## src/rtl/time_set_if.sv

```systemverilog
// Button, load-digit and edited-time signals between the board/mode side and the time-set controller.
// The controller connects through the slave modport; the driving side uses master.
interface time_set_if;
    logic       enable;
    logic       btn_next;
    logic       btn_inc;
    logic       btn_confirm;
    logic [3:0] load_0;
    logic [3:0] load_1;
    logic [3:0] load_2;
    logic [3:0] load_3;
    logic [3:0] set_out_0;
    logic [3:0] set_out_1;
    logic [3:0] set_out_2;
    logic [3:0] set_out_3;
    logic [3:0] blink_state;
    logic       commit;
    logic       editing;

    modport master (
        output enable, btn_next, btn_inc, btn_confirm,
        output load_0, load_1, load_2, load_3,
        input  set_out_0, set_out_1, set_out_2, set_out_3,
        input  blink_state, commit, editing
    );

    modport slave (
        input  enable, btn_next, btn_inc, btn_confirm,
        input  load_0, load_1, load_2, load_3,
        output set_out_0, set_out_1, set_out_2, set_out_3,
        output blink_state, commit, editing
    );
endinterface

```

## src/rtl/time_set_input.sv

```systemverilog
// Debounced next/inc/confirm buttons drive an HH:MM edit cursor with 24-hour limits and a one-cycle commit.
// Outputs are registered; button edges arrive ~DEBOUNCE_CYCLES+3 cycles after a stable press.
module time_set_input #(
    parameter int DEBOUNCE_CYCLES = 1_000_000,
    parameter int REPEAT_CYCLES   = 25_000_000
) (
    input logic      clk,
    input logic      reset,
    time_set_if.slave ts
);
    localparam int DB_W = $clog2(DEBOUNCE_CYCLES + 1);
    localparam int RP_W = $clog2(REPEAT_CYCLES + 1);

    typedef enum logic [1:0] {IDLE, LOAD, EDIT} state_t;

    state_t     state;
    logic [1:0] cursor;
    logic [3:0] dig     [4];
    logic [3:0] dig_inc [4];
    logic       commit_r;
    logic       enable_d;

    // Button index: 0 = next, 1 = inc, 2 = confirm
    logic [2:0]      raw;
    logic [2:0]      sync1;
    logic [2:0]      sync2;
    logic [2:0]      acc;
    logic [2:0]      acc_d;
    logic [DB_W-1:0] db_cnt [3];
    logic [2:0]      rise;
    logic [RP_W-1:0] rep_cnt;

    logic in_edit;
    logic next_p;
    logic inc_p;
    logic conf_p;

    assign raw     = {ts.btn_confirm, ts.btn_inc, ts.btn_next};
    assign in_edit = (state == EDIT);
    assign rise    = acc & ~acc_d;
    assign next_p  = rise[0];
    assign conf_p  = rise[2];
    assign inc_p   = rise[1] | (acc[1] & in_edit & (rep_cnt == RP_W'(REPEAT_CYCLES)));

    always_ff @(posedge clk or posedge reset) begin
        if (reset) begin
            sync1 <= '0;
            sync2 <= '0;
            acc   <= '0;
            acc_d <= '0;
            for (int i = 0; i < 3; i++) db_cnt[i] <= '0;
        end else begin
            sync1 <= raw;
            sync2 <= sync1;
            acc_d <= acc;
            for (int i = 0; i < 3; i++) begin
                if (sync2[i] == acc[i]) begin
                    db_cnt[i] <= '0;
                end else if (db_cnt[i] == DB_W'(DEBOUNCE_CYCLES - 1)) begin
                    acc[i]    <= sync2[i];
                    db_cnt[i] <= '0;
                end else begin
                    db_cnt[i] <= db_cnt[i] + 1'b1;
                end
            end
        end
    end

    // Repeat chain only starts from a fresh inc edge seen in EDIT, so a key held across entry never repeats
    always_ff @(posedge clk or posedge reset) begin
        if (reset) begin
            rep_cnt <= '0;
        end else if (!acc[1] || !in_edit) begin
            rep_cnt <= '0;
        end else if (rise[1] || rep_cnt == RP_W'(REPEAT_CYCLES)) begin
            rep_cnt <= RP_W'(1);
        end else if (rep_cnt != '0) begin
            rep_cnt <= rep_cnt + 1'b1;
        end
    end

    always_comb begin
        for (int i = 0; i < 4; i++) dig_inc[i] = dig[i];
        case (cursor)
            2'd3: begin
                dig_inc[3] = (dig[3] >= 4'd2) ? 4'd0 : dig[3] + 4'd1;
                if (dig_inc[3] == 4'd2 && dig[2] > 4'd3) dig_inc[2] = 4'd3;
            end
            2'd2: begin
                if (dig[3] == 4'd2) dig_inc[2] = (dig[2] >= 4'd3) ? 4'd0 : dig[2] + 4'd1;
                else                dig_inc[2] = (dig[2] >= 4'd9) ? 4'd0 : dig[2] + 4'd1;
            end
            2'd1:    dig_inc[1] = (dig[1] >= 4'd5) ? 4'd0 : dig[1] + 4'd1;
            default: dig_inc[0] = (dig[0] >= 4'd9) ? 4'd0 : dig[0] + 4'd1;
        endcase
    end

    always_ff @(posedge clk or posedge reset) begin
        if (reset) begin
            state    <= IDLE;
            cursor   <= 2'd3;
            commit_r <= 1'b0;
            enable_d <= 1'b0;
            for (int i = 0; i < 4; i++) dig[i] <= '0;
        end else begin
            enable_d <= ts.enable;
            commit_r <= 1'b0;
            case (state)
                IDLE: if (ts.enable && !enable_d) state <= LOAD;
                LOAD: begin
                    dig[0] <= ts.load_0;
                    dig[1] <= ts.load_1;
                    dig[2] <= ts.load_2;
                    dig[3] <= ts.load_3;
                    cursor <= 2'd3;
                    state  <= EDIT;
                end
                EDIT: begin
                    if (!ts.enable) begin
                        state <= IDLE;
                    end else if (conf_p) begin
                        commit_r <= 1'b1;
                        state    <= IDLE;
                    end else if (inc_p) begin
                        for (int i = 0; i < 4; i++) dig[i] <= dig_inc[i];
                    end else if (next_p) begin
                        cursor <= cursor - 2'd1;
                    end
                end
                default: state <= IDLE;
            endcase
        end
    end

    assign ts.set_out_0   = dig[0];
    assign ts.set_out_1   = dig[1];
    assign ts.set_out_2   = dig[2];
    assign ts.set_out_3   = dig[3];
    assign ts.blink_state = in_edit ? (4'b0001 << cursor) : 4'b0000;
    assign ts.commit      = commit_r;
    assign ts.editing     = in_edit;
endmodule

```

## src/flat_wrapper.sv

```systemverilog
// flat-port wrapper written by rule: the top's interface ports become plain ports
module time_set_input_flat 
#(
    parameter int DEBOUNCE_CYCLES = 1_000_000,
    parameter int REPEAT_CYCLES   = 25_000_000
)
  (clk, reset, ts_enable, ts_btn_next, ts_btn_inc, ts_btn_confirm, ts_load_0, ts_load_1, ts_load_2, ts_load_3, ts_set_out_0, ts_set_out_1, ts_set_out_2, ts_set_out_3, ts_blink_state, ts_commit, ts_editing);
  time_set_if ts_i ();
  input logic clk;
  input logic reset;
  input wire logic [$bits(ts_i.enable)-1:0] ts_enable;
  input wire logic [$bits(ts_i.btn_next)-1:0] ts_btn_next;
  input wire logic [$bits(ts_i.btn_inc)-1:0] ts_btn_inc;
  input wire logic [$bits(ts_i.btn_confirm)-1:0] ts_btn_confirm;
  input wire logic [$bits(ts_i.load_0)-1:0] ts_load_0;
  input wire logic [$bits(ts_i.load_1)-1:0] ts_load_1;
  input wire logic [$bits(ts_i.load_2)-1:0] ts_load_2;
  input wire logic [$bits(ts_i.load_3)-1:0] ts_load_3;
  output wire logic [$bits(ts_i.set_out_0)-1:0] ts_set_out_0;
  output wire logic [$bits(ts_i.set_out_1)-1:0] ts_set_out_1;
  output wire logic [$bits(ts_i.set_out_2)-1:0] ts_set_out_2;
  output wire logic [$bits(ts_i.set_out_3)-1:0] ts_set_out_3;
  output wire logic [$bits(ts_i.blink_state)-1:0] ts_blink_state;
  output wire logic [$bits(ts_i.commit)-1:0] ts_commit;
  output wire logic [$bits(ts_i.editing)-1:0] ts_editing;
  assign ts_i.enable = ts_enable;
  assign ts_i.btn_next = ts_btn_next;
  assign ts_i.btn_inc = ts_btn_inc;
  assign ts_i.btn_confirm = ts_btn_confirm;
  assign ts_i.load_0 = ts_load_0;
  assign ts_i.load_1 = ts_load_1;
  assign ts_i.load_2 = ts_load_2;
  assign ts_i.load_3 = ts_load_3;
  assign ts_set_out_0 = ts_i.set_out_0;
  assign ts_set_out_1 = ts_i.set_out_1;
  assign ts_set_out_2 = ts_i.set_out_2;
  assign ts_set_out_3 = ts_i.set_out_3;
  assign ts_blink_state = ts_i.blink_state;
  assign ts_commit = ts_i.commit;
  assign ts_editing = ts_i.editing;
  time_set_input #(.DEBOUNCE_CYCLES(DEBOUNCE_CYCLES), .REPEAT_CYCLES(REPEAT_CYCLES)) u_core (.clk(clk), .reset(reset), .ts(ts_i));
endmodule
```

## config.mk

```make
export PLATFORM = sky130hd
export DESIGN_NAME = time_set_input_flat
export DESIGN_NICKNAME = d
export VERILOG_FILES = /design/src/rtl/time_set_if.sv /design/src/rtl/time_set_input.sv /design/src/flat_wrapper.sv
export SDC_FILE = /design/constraint.sdc
export NUM_CORES = 1
export LEC_CHECK = 0
export BUFFER_PORTS_ARGS = -buffer_cell sky130_fd_sc_hd__buf_4
export CAP_MARGIN = 40
export CELL_PAD_IN_SITES_DETAIL_PLACEMENT = 1
export CELL_PAD_IN_SITES_GLOBAL_PLACEMENT = 2
export CORE_ASPECT_RATIO = 0.6
export CORE_UTILIZATION = 35
export DETAILED_ROUTE_END_ITERATION = 8
export PLACE_DENSITY = 0.82
export SKIP_LAST_GASP = 1
export SYNTH_ARGS = -nofsm -noshare
export SYNTH_HDL_FRONTEND = slang
export SYNTH_SLANG_ARGS = --single-unit
```

## constraint.sdc

```tcl
create_clock -name clk -period 3.6 [get_ports clk]
set_clock_uncertainty 0.2 [all_clocks]
set_input_delay 0.36 -clock clk [delete_from_list [all_inputs] [get_ports clk]]
set_output_delay 0.36 -clock clk [all_outputs]
set_load 0.005 [all_outputs]
```

## Word-level counts from Yosys, hierarchy flattened

Cells that the tools add are included.

| storage, ports and cells | value |
|---|---|
| input bits | 22 |
| output and inout port bits | 22 |
| register bits | 119 |
| logic and storage cells | 126 |

| cells by class | value |
|---|---|
| shift-type cells | 1 |
| bitwise operators | 8 |
| equality and inequality tests | 26 |
| mux-type cells | 37 |
| $add $sub $neg | 9 |
| reduce and logical (&&, ||, !) cells | 21 |
| magnitude comparators | 6 |

Operators with widths:

| kind | number |
|---|---|
| $mux W20 | 6 |
| $mux W25 | 3 |
| $add A20 B1 Y20 const B | 3 |
| $eq A20 B20 Y1 const B | 3 |
| $mux W16 | 3 |
| $mux W4 | 11 |
| $pmux W16 S2 | 1 |
| $add A25 B1 Y25 const B | 1 |
| $eq A25 B25 Y1 const B | 1 |
| $reduce_bool A25 Y1 | 1 |
| $reduce_and A5 Y1 | 4 |
| $add A4 B1 Y4 const B | 4 |
| $mux W2 | 7 |
| $ne A2 B2 Y1 const B | 7 |
| $eq A4 B2 Y1 const B | 2 |
| $ge A4 B2 Y1 const B | 2 |
| $ge A4 B4 Y1 const B | 2 |
| $pmux W4 S2 | 1 |
| $reduce_and A2 Y1 | 4 |
| $eq A2 B2 Y1 const B | 3 |
| $ne A3 B3 Y1 const B | 2 |
| $pmux W2 S3 | 1 |
| $reduce_and A6 Y1 | 1 |
| $eq A2 B1 Y1 const B | 2 |
| other kinds (21) | 33 |

## Logic depth before layout (Yosys ltp)

Gate-level depths: netlist of the first run.

| depth | value |
|---|---|
| word-level depth | 10 |
| depth in mapped cells | 8 |

## Least setup slack after synthesis of the first run

No wires, ideal clock.

| path | value |
|---|---|
| path kind | reg2reg |
| start | reg u_core.dig, in the netlist u_core.ts.set_out_3[0] |
| end | reg u_core.dig, in the netlist u_core.ts.set_out_2[1] |
| stages on the path, launching flop included | 8 |
| setup time | 0.125 ns |
| slack | 1.292 ns |
| data arrival time | 1.984 ns |
| period minus slack after synthesis | 2.308 ns |
| cell sequence | dfrtp_1 -> inv_1 -> ha_1 -> or4_1 -> nor4_1 -> o21ai_1 -> nor2_2 -> mux2_2 |

| on the way | value |
|---|---|
| word-level cells in the longest chain between the ends | 7 |
| elaborated cells on any way between the ends | 14 |
| classes of those cells | add/sub: 1; order compare: 1; eq/ne: 3; mux: 7; reduce/logical: 2 |

RTL lines:

| element | RTL line | text |
|---|---|---|
| start: declaration | time_set_input.sv:18 | `logic [3:0] dig [4];` |
| branches (longest 7 deep; another with $add A4 B1 Y4) | n/a |  |

Several ways; the timed one is not identified. The select of a mux whose other input is x is not followed.
A chain may end at the register's enable or synchronous reset.

## Worst setup path in the final report of the first run

| path | value |
|---|---|
| start | reg u_core.state[0] |
| end | reg u_core.dig, in the netlist u_core.ts.set_out_1[2] |

| on the way | value |
|---|---|
| word-level cells in the longest chain between the ends | 6 |
| elaborated cells on any way between the ends | 12 |
| classes of those cells | eq/ne: 6; mux: 1; bitwise: 3; reduce/logical: 2 |

RTL lines:

| element | RTL line | text |
|---|---|---|
| start: declaration | time_set_input.sv:16 | `state_t state;` |
| start signal: assignment | time_set_input.sv:100 | `state <= IDLE;` |
| start signal: assignment | time_set_input.sv:109 | `IDLE: if (ts.enable && !enable_d) state <= LOAD;` |
| start signal: assignment | time_set_input.sv:116 | `state <= EDIT;` |
| $eq A2 B2 Y1 | time_set_input.sv:39, time_set_input.sv:108 |  |
| $and A1 B1 Y1 (2 in series) | time_set_input.sv:43 | `assign inc_p = rise[1] \| (acc[1] & in_edit & (rep_cnt == RP_W'(REPEAT_CYCLES)));` |
| $or A1 B1 Y1 | time_set_input.sv:43 |  |
| $ne A2 B2 Y1 (no line) | n/a |  |
| $reduce_and A5 Y1 (no line) | n/a |  |

Parallel ways exist; a longest one is shown, timed or not.

==> flow_summary.json, run 1 <==
{
  "nets": 754,
  "clockPowerShare_pct": 38.1,
  "stdcell_area_um2": 7440,
  "die_height_um": 105,
  "setup_tns_ns": 0,
  "drive_gt1_share_pct": 13.1,
  "power_switching_uw": 1370,
  "grt_pass1_vias": 5222,
  "slowest_stage": "clkinv_1",
  "dpl.hpwl_um": 11100,
  "drt.antenna.violating_nets": 0,
  "clk_pin_slew_ns": 0.06,
  "fillCellCount": 1991,
  "drt-wirelength-per-cell_um": 16.6,
  "crit_path_cell_trace": "inv_1 -> ha_1 -> clkinv_1 -> a32oi_1 -> nand3_1 -> nor4_1 -> o32ai_1",
  "reg2reg_to": "u_core.ts.set_out_1[2]",
  "drcViolationCount": 0,
  "placed_area_um2": 6820,
  "cts-htree-levels": 4,
  "routabilityCongestion": 0.807,
  "hold_class": "primary input to register",
  "yosys.area.top_type": "dfrtp_1",
  "drtIter0Drc": 309,
  "synth-seq-cells": 119,
  "antenna_found_initial": 0,
  "grt_overflow_total": 0,
  "critPathArrivalTime_ns": 3.34,
  "setup_viol": 0,
  "p_seq_share_pct": 38.3,
  "yosys_warnings": 0,
  "synth_edf_count": 0,
  "p_int_uw": 2850,
  "synth.most_common_cell": "dfrtp_1",
  "path_class": "register to register",
  "max_freq_mhz": 306,
  "initial_core_util_pct": 36.1,
  "place_inst": 916,
  "synth.area.mux_share_pct": 2.58,
  "max_stage_delay_ns": 0.69,
  "cts_sinks": 119,
  "cts-root-buf": "clkbuf_16",
  "ys_seq_area_share_pct": 47.7,
  "rsz0062_at_grt": "false",
  "ioPinCount": 44,
  "holdPathStages": 3,
  "grt.total_usage_pct": 18.7,
  "setup_slack_ns": 0.331,
  "pwr-share-comb_pct": 23.6,
  "clock_path_buffers": 2,
  "vias": 4890,
  "dieArea_um2": 18400,
  "ys.flop_type": "dfrtp_1",
  "drv_slew": 0,
  "synth_xor_area_share_pct": 11.2,
  "grt_pass1_wl_um": 27300,
  "synth_compound_area_share_pct": 5.93,
  "cts_made_buffers": 17,
  "cap_violations": 0,
  "pwr_density_cell_nw_per_um2": 568,
  "holdWs_ns": 0.0213,
  "ys_types": 52,
  "r2r-start": "u_core.state[0]",
  "hold_end": "u_core.ts.set_out_0[2]",
  "worst-path-buf-inv": 2,
  "cts_tree": "built",
  "wl_um": 15800,
  "syn_avg_cell_area_um2": 9.55,
  "row_count": 37,
  "drtPass1Iterations": 4,
  "crit_path_end_kind": "register",
  "period_share_pct": 90.8,
  "synth_top_area_share_pct": 46.9,
  "syn-num-nets": 701,
  "peakVddDrop_mv": 0.345,
  "slew_headroom_pct": 45.0,
  "pre_cts_ws_ns": 0.460,
  "fp.dieW_um": 174,
  "synth_area_leaders": "dfrtp_1 47%, nor2_1 6.7%, xnor2_1 6.5%",
  "regToRegSetupSlack_ns": 0.33,
  "synth-simple-area-share_pct": 24.1,
  "crit_family": "buffers and inverters",
  "final_hold_viol_count": 0,
  "min_from": "ts_load_0[2]",
  "grt_max_degree": 120,
  "synth-adder-area-share_pct": 5.01,
  "power.share.switching_pct": 32.5,
  "avgViaCountPerCell": 5.13,
  "area_delta_synth_final_pct": 19.1,
  "clk_latency_ns": 0.42,
  "required_ns": 3.67,
  "synth_commonest_cells": "117 x dfrtp_1, 112 x nor2_1, 46 x xnor2_1",
  "r2r_cells": 7,
  "crit_fanout": 22,
  "outcome": "finished clean",
  "synthArstFlopShare_pct": 100,
  "fp.coreArea_um2": 17300,
  "cp-start-kind": "register",
  "fin_cells": 953,
  "diodes": 0,
  "synth_top_family_by_area": "simple AND/OR/NAND/NOR gates",
  "synth_area_um2": 6250,
  "worstMarginPinSlew_ns": 0.817,
  "period_needed_ns": 3.27,
  "leakage_uw": 0.00315,
  "post-cts-setup-buffers": 0,
  "syn_inst": 654,
  "io_buffer_count": 43
}
-- what timing repair did --
item                      4_1_cts  5_1_grt
hold buffers                    6        0
hold endpoints to repair       63        0
resized for setup               0        0
-- power by group through the flow --
stage                     Sequential [uW]  Combinational, uW  Clock [uW]
final                                1620                998        1610
after global routing                 1640               1120        1710
after CTS                            1620               1000        1650
after detailed placement             1640                975           0
after global placement               1630                930           0
after floorplan                      1590                606           0
-- how the worst max path moves through the flow --
stage | from | end | slack [ns] | cells after the start
2_1_floorplan | u_core.ts.set_out_3[0] | u_core.ts.set_out_2[1] | 1.29 | 7
3_3_place_gp | u_core.state[0] | u_core.ts.set_out_1[2] | 0.63 | 7
3_5_place_dp | u_core.state[0] | u_core.ts.set_out_1[2] | 0.46 | 7
4_1_cts | u_core.state[0] | u_core.ts.set_out_1[2] | 0.41 | 7
5_1_grt | u_core.state[0] | u_core.ts.set_out_1[2] | 0.1 | 7
6_report | u_core.state[0] | u_core.ts.set_out_1[2] | 0.33 | 7
-- worst reg2reg max path, stage by stage, from the launching register on --
cell	delay, ns
dfrtp_1	0.38
inv_1	0.12
ha_1	0.67
clkinv_1	0.69
a32oi_1	0.46
nand3_1	0.13
nor4_1	0.32
o32ai_1	0.16
-- area by class of cell --
cell class / count / area [um^2] / share of cell area, %
Clock buffer: 17 / 425 / 5.72
Multi-Input combinational cell: 480 / 3050 / 41.0
Inverter: 38 / 146 / 1.97
Timing Repair Buffer: 51 / 410 / 5.52
Clock inverter: 14 / 129 / 1.73
Sequential cell: 119 / 2980 / 40.1
Tap cell: 234 / 293 / 3.94
-- metal layers --
| layer | wire (um) | global-route usage (%) |
|---|---|---|
| met4 | 205 | 5.51 |
| met2 | 6820 | 27.7 |
| met5 | 0 | 0 |
| met3 | 513 | 4.04 |
| met1 | 8290 | 27.2 |
-- cells in the final DEF, fill, tap and decap left out, drive strengths merged, types with 9 or more instances in the layout --
master and instances:
xnor2 46, nor4 18, clkbuf 17, and3 9, ha 25, clkinv 9, nor2 113, inv 38
buf 45, dfrtp 117, nand2 43, nor3 18, nand3 37, o21ai 20, nand4 24, xor2 34
mux2 11
-- metrics by stage --
stage / utilization, % / power, uW
2_1_floorplan: - / 2200
3_3_place_gp: 39.4 / 2560
3_5_place_dp: 39.4 / 2610
4_1_cts: 42.9 / 4270
5_1_grt: 42.9 / 4460
6_report: 42.9 / 4220
-- sequential cells by signal (all words and copies together), names as in the netlist --
signal               cells
u_core.rep_cnt          25
u_core.cursor            2
u_core.state             2
u_core.acc_d             3
u_core.ts.commit         1
u_core.ts.set_out_1      4
u_core.sync1             3
u_core.ts.set_out_3      4
u_core.sync2             3
u_core.enable_d          1
u_core.ts.set_out_0      4
u_core.ts.set_out_2      4
u_core.acc               3
u_core.db_cnt           60
-- kinds of logic (layout without fill, tap and decap cells) --
kind of cell,Yosys count,count (layout)
compound gates,55,55
xor+xnor,80,80
fa+ha+maj,25,25
buf+inv,55,120
flops,119,119
mux,14,14
simple gates,306,306
Power figures use the tool's default switching activity.
==> inputs of run 2 (changes only) <==
--- a/config.mk
+++ b/config.mk
@@ -9,11 +9,10 @@
 export CAP_MARGIN = 40
 export CELL_PAD_IN_SITES_DETAIL_PLACEMENT = 1
 export CELL_PAD_IN_SITES_GLOBAL_PLACEMENT = 2
-export CORE_ASPECT_RATIO = 0.6
 export CORE_UTILIZATION = 35
 export DETAILED_ROUTE_END_ITERATION = 8
+export MAX_ROUTING_LAYER = met4
 export PLACE_DENSITY = 0.82
-export SKIP_LAST_GASP = 1
 export SYNTH_ARGS = -nofsm -noshare
 export SYNTH_HDL_FRONTEND = slang
 export SYNTH_SLANG_ARGS = --single-unit
==> run 2 against run 1 <==
  * Sequential power is essentially flat
  * Register-to-register slack gained 0.56 ns
  * Design area grew 1.3%
  * Utilization increased by 0.45 points
  * Combinational power shrank 3.1%
  * Critical path type unchanged
  * Critical endpoint unchanged
==> flow_summary.json, run 2 (synthesis gave the netlist of run 1 again) <==
{
  "crit_fanout": 22,
  "peakVddDrop_mv": 0.346,
  "area_delta_synth_final_pct": 20.6,
  "clk_latency_ns": 0.42,
  "nets": 757,
  "critPathArrivalTime_ns": 2.80,
  "drtIter0Drc": 146,
  "antenna_found_initial": 0,
  "path_class": "register to register",
  "drtPass1Iterations": 4,
  "rsz0062_at_grt": "false",
  "crit_path_cell_trace": "inv_1 -> ha_1 -> buf_4 -> clkinv_1 -> a32oi_1 -> nand3_1 -> nor4_1 -> o32ai_1",
  "worstMarginPinSlew_ns": 0.857,
  "drive_gt1_share_pct": 13.6,
  "final_hold_viol_count": 0,
  "cp-start-kind": "register",
  "holdWs_ns": 0.0139,
  "grt.total_usage_pct": 18.6,
  "clock_path_buffers": 2,
  "crit_path_end_kind": "register",
  "crit_start": "u_core.state[0]",
  "setup_slack_ns": 0.892,
  "largest_reg_flops": 60,
  "routabilityCongestion": 0.818,
  "pwr_density_cell_nw_per_um2": 575,
  "clk_pin_slew_ns": 0.06,
  "place_inst": 910,
  "grt_pass1_vias": 5217,
  "setup_tns_ns": 0,
  "regToRegSetupSlack_ns": 0.89,
  "fp.dieW_um": 136,
  "avgViaCountPerCell": 5.16,
  "globalRouteMet1Util_pct": 23.5,
  "max_freq_mhz": 369,
  "slowest_stage": "clkinv_1",
  "drt.antenna.violating_nets": 0,
  "leakage_uw": 0.00319,
  "grtUsageMet3_pct": 4.34,
  "fillCellCount": 1948,
  "drt-wirelength-per-cell_um": 15.5,
  "fin_cells": 948,
  "grt.busiest_layer": "met2",
  "grt_overflow_total": 0,
  "grt_max_degree": 41,
  "regMostFlops": "u_core.db_cnt",
  "cts_tree": "built",
  "final_cell_mix": "117 x dfrtp_1, 112 x nor2_1, 46 x xnor2_1, 45 x buf_4, 43 x nand2_1",
  "grt_pass1_wl_um": 25900,
  "reg2reg_to": "u_core.ts.set_out_1[2]",
  "min_from": "ts_load_0[2]",
  "slew_headroom_pct": 42.4,
  "outcome": "finished clean",
  "drv_slew": 0,
  "max_stage_delay_ns": 0.50,
  "cts-htree-levels": 4,
  "cap_violations": 0,
  "hold_class": "primary input to register",
  "cts_made_buffers": 17,
  "largestRegisters": "u_core.db_cnt x60, u_core.rep_cnt x25",
  "p_total_uw": 4330,
  "diodes": 0,
  "pre_cts_ws_ns": 0.951,
  "drcViolationCount": 0,
  "setup_viol": 0,
  "gr-usage-met2_pct": 29.1,
  "cts_sinks": 119,
  "period_needed_ns": 2.71,
  "period_share_pct": 75.2,
  "dieArea_um2": 18400,
  "layout_commonest_cell": "dfrtp_1",
  "cts-root-buf": "clkbuf_16",
  "row_count": 48,
  "holdPathStages": 3,
  "die_height_um": 136,
  "wl_um": 14700,
  "cts_resized": 0,
  "hold_end": "u_core.ts.set_out_0[2]",
  "fp.coreArea_um2": 17400,
  "initial_core_util_pct": 36.0,
  "worst-path-buf-inv": 3,
  "ioPinCount": 44,
  "r2r-start": "u_core.state[0]",
  "crit_family": "buffers and inverters",
  "io_buffer_count": 43,
  "vias": 4891,
  "required_ns": 3.69,
  "r2r_cells": 8,
  "dpl.hpwl_um": 10400
}
run 2: changes by cell type in the layout (fill, tap and decap cells not counted):
cell | before | now
clkinvlp_4 | 4 | 7
clkbuf_8 | 0 | 1
buf_12 | 1 | 3
buf_4 | 44 | 45
clkinv_4 | 5 | 2
bufinv_16 | 1 | 3
clkinv_2 | 3 | 1
run 2: report_power, final:
part,leakage [uW],switching [uW],internal (uW)
Combinational,0.00131,518,450
Sequential,0.00160,147,1460
Clock,0.000281,654,1110
Total,0.00319,1320,3020
run 2: worst max path at each step:
stage / end / slack, ns / cells past startpoint
final: u_core.ts.set_out_1[2] / 0.89 / 8
after global routing: u_core.rep_cnt[20] / 0.66 / 7
after CTS: u_core.rep_cnt[18] / 0.89 / 7
after detailed placement: u_core.ts.set_out_1[2] / 0.95 / 8
after global placement: u_core.ts.set_out_2[1] / 1.05 / 7
after floorplan: u_core.ts.set_out_2[1] / 1.29 / 7
run 2: repair_timing:
| action | CTS | global route |
|---|---|---|
| setup buffers | 0 | 0 |
| hold endpoints to repair | 19 | 0 |
| hold buffers | 6 | 0 |
run 2: tightest hold or removal path: cells and delay by family:
kind / cells / cell delay, ns
AOI/OAI and AO/OA: 2 / 0.15
buffers and inverters: 1 / 0.08
run 2: metrics by stage:
stage | instance area, um^2 | util, %
2_1_floorplan | 6250 | -
3_3_place_gp | 6840 | 39.4
3_5_place_dp | 6860 | 39.5
4_1_cts | 7530 | 43.4
5_1_grt | 7530 | 43.4
6_report | 7530 | 43.4
run 2: layer usage:
layer | vias up | wire, um
li1 | 2355 | -
met1 | 2468 | 6980
met2 | 54 | 7140
met3 | 14 | 421
met4 | 0 | 170
met5 | - | 0
run 2: final cells by class:
type,count,area [um^2],share of cell area (%)
Multi-Input combinational cell,480,3050,40.5
Sequential cell,119,2980,39.6
Timing Repair Buffer,54,458,6.08
Clock buffer,18,439,5.83
Tap cell,225,282,3.74
Clock inverter,14,175,2.33
Inverter,38,146,1.94
==> inputs of run 3 (changes only) <==
--- a/config.mk
+++ b/config.mk
@@ -9,10 +9,10 @@
 export CAP_MARGIN = 40
 export CELL_PAD_IN_SITES_DETAIL_PLACEMENT = 1
 export CELL_PAD_IN_SITES_GLOBAL_PLACEMENT = 2
-export CORE_UTILIZATION = 35
+export CORE_UTILIZATION = 39
 export DETAILED_ROUTE_END_ITERATION = 8
 export MAX_ROUTING_LAYER = met4
-export PLACE_DENSITY = 0.82
+export PLACE_DENSITY = 0.86
 export SYNTH_ARGS = -nofsm -noshare
 export SYNTH_HDL_FRONTEND = slang
 export SYNTH_SLANG_ARGS = --single-unit
==> constraint.sdc (replaced) <==
create_clock -name clk -period 2.7 [get_ports clk]
set_clock_uncertainty 0.2 [all_clocks]
set_input_delay 0.27 -clock clk [delete_from_list [all_inputs] [get_ports clk]]
set_output_delay 0.27 -clock clk [all_outputs]
set_load 0.005 [all_outputs]
==> run 3 against run 2 <==
  * Fmax grew 6.4%
  * Non-clock buffer count rose by 18
  * Design area rose by 0.95%
  * Critical path type unchanged
==> flow_summary.json, run 3 (synthesis gave the netlist of run 1 again) <==
{
  "final_hold_viol_count": 0,
  "regMostFlops": "u_core.db_cnt",
  "grt_overflow_total": 0,
  "critPathArrivalTime_ns": 2.65,
  "setup_viol": 0,
  "clk_pin_slew_ns": 0.06,
  "seq_area_um2": 2980,
  "crit_path_end_kind": "register",
  "placed_area_um2": 6870,
  "cts_made_buffers": 17,
  "grt_pass1_wl_um": 26200,
  "peakVddDrop_mv": 0.466,
  "pwr_density_cell_nw_per_um2": 740,
  "grt_max_degree": 67,
  "wl_um": 15200,
  "drive_gt1_share_pct": 14.4,
  "dieArea_um2": 16500,
  "initial_core_util_pct": 40.5,
  "die_height_um": 129,
  "stdcell_area_um2": 7600,
  "drt.antenna.violating_nets": 0,
  "required_ns": 2.80,
  "slew_headroom_pct": 51.9,
  "cts_tree": "built",
  "rsz0062_at_grt": "false",
  "row_count": 45,
  "cp.depth": 7,
  "ioPinCount": 44,
  "io_buffer_count": 43,
  "period_needed_ns": 2.55,
  "post-cts-setup-buffers": 0,
  "crit_fanout": 6,
  "drt-wirelength-per-cell_um": 16.0,
  "fp.coreArea_um2": 15400,
  "clk_latency_ns": 0.42,
  "worstSetupEndpoint": "u_core.ts.set_out_2[3]",
  "area_delta_synth_final_pct": 21.7,
  "period_share_pct": 94.3,
  "reg2reg_to": "u_core.ts.set_out_2[3]",
  "leakage_uw": 0.00325,
  "vias": 4945,
  "slowest_stage": "or4_1",
  "hold_class": "primary input to register",
  "drtPass1Iterations": 4,
  "final_cell_mix": "117 x dfrtp_1, 112 x nor2_1, 54 x buf_4, 46 x xnor2_1, 43 x nand2_1",
  "drv_slew": 0,
  "outcome": "finished clean",
  "max_freq_mhz": 393,
  "nets": 775,
  "worstMarginPinSlew_ns": 0.714,
  "worst-path-buf-inv": 1,
  "cap_violations": 0,
  "clock_path_buffers": 2,
  "regToRegSetupSlack_ns": 0.15,
  "largest_reg_flops": 60,
  "fillCellCount": 1771,
  "drcViolationCount": 0,
  "crit_family": "simple AND/OR/NAND/NOR gates",
  "max_stage_delay_ns": 0.49,
  "setup_tns_ns": 0,
  "largestRegisters": "u_core.db_cnt x60, u_core.rep_cnt x25",
  "diodes": 0,
  "cts-root-buf": "clkbuf_16",
  "crit_path_cell_trace": "inv_1 -> ha_1 -> or4_1 -> nor4_2 -> o21ai_1 -> nor2_2 -> mux2_2",
  "layout_commonest_cell": "dfrtp_1",
  "avgViaCountPerCell": 5.19,
  "drtIter0Drc": 248,
  "routabilityCongestion": 0.803,
  "fp.dieW_um": 129,
  "cp-start-kind": "register",
  "r2r_cells": 7,
  "cts-htree-levels": 4,
  "path_class": "register to register",
  "grt_pass1_vias": 5300,
  "multi_input_area_um2": 3060,
  "antenna_found_initial": 0,
  "grt.total_usage_pct": 20.8,
  "dpl.hpwl_um": 10400,
  "cts_sinks": 119,
  "r2r-start": "u_core.ts.set_out_3[0]",
  "crit_start": "u_core.ts.set_out_3[0]"
}
[run 3: cell types whose count changed in the layout (fill, tap and decap cells not counted), sizes merged]
cell / before / now
buf: 48 / 55
bufinv: 3 / 1
clkbuf: 18 / 17
clkinv: 4 / 9
clkinvlp: 7 / 5
dlygate4sd3: 6 / 17
[run 3: layout make-up]
class | instances | share of cell area (%)
clock buffers | 17 | 5.59
clock inverters | 15 | 1.73
inverters | 38 | 1.93
multi-input cells | 480 | 40.3
flip-flops and latches | 119 | 39.2
well taps | 211 | 3.47
repair buffers | 72 | 7.83
[run 3: per-stage QoR]
step                      instances  setup slack, ns  hold WS [ns]  power [uW]  util, %
after floorplan                 654            0.392         0.101        2930        -
after global placement          903            0.280         0.120        3400     44.5
after detailed placement        903            0.168         0.132        3480     44.5
after CTS                       952            0.124       0.00223        5680     49.2
after global routing            952          0.00252        0.0464        5940     49.3
final                           952            0.155        0.0177        5620     49.3
[run 3: worst reg2reg max path: cells and delay by family, from the launching register on]
kind | cells | cell delay (ns)
buffers and inverters | 1 | 0.07
AO/OA/AOI/OAI | 1 | 0.15
adder cells (fa/ha/maj) | 1 | 0.21
flip-flops | 1 | 0.45
AND/OR/NAND/NOR | 3 | 0.98
multiplexers | 1 | 0.37
[run 3: how the worst min path moves through the flow]
stage                  from                endpoint  depth (start not counted)
4_1_cts        ts_load_0[3]  u_core.ts.set_out_0[3]                          3
3_5_place_dp          reset           u_core.acc[2]                          2
2_1_floorplan     ts_enable         u_core.enable_d                          0
6_report       ts_load_0[3]  u_core.ts.set_out_0[3]                          3
5_1_grt        ts_load_0[1]  u_core.ts.set_out_0[1]                          3
3_3_place_gp          reset           u_core.acc[2]                          2
[run 3: where the power goes]
group | switching (uW) | internal [uW] | total (uW)
Sequential | 203 | 1940 | 2140
Clock | 878 | 1260 | 2140
Combinational | 711 | 626 | 1340
Total | 1790 | 3830 | 5620
[run 3: timing repair]
item | CTS | global route
hold endpoints to repair | 35 | 0
resized for setup | 0 | 2
hold buffers | 17 | 0
endpoints found under the setup margin | 0 | 3
[run 3: routing by layer]
| layer | GRT usage (%) | wire length (um) | up-vias |
|---|---|---|---|
| met5 | - | 0 | - |
| met4 | 7.27 | 206 | 0 |
| met3 | 4.41 | 439 | 19 |
| met2 | 33.2 | 7170 | 60 |
| met1 | 26.3 | 7380 | 2471 |
| li1 | - | - | 2395 |
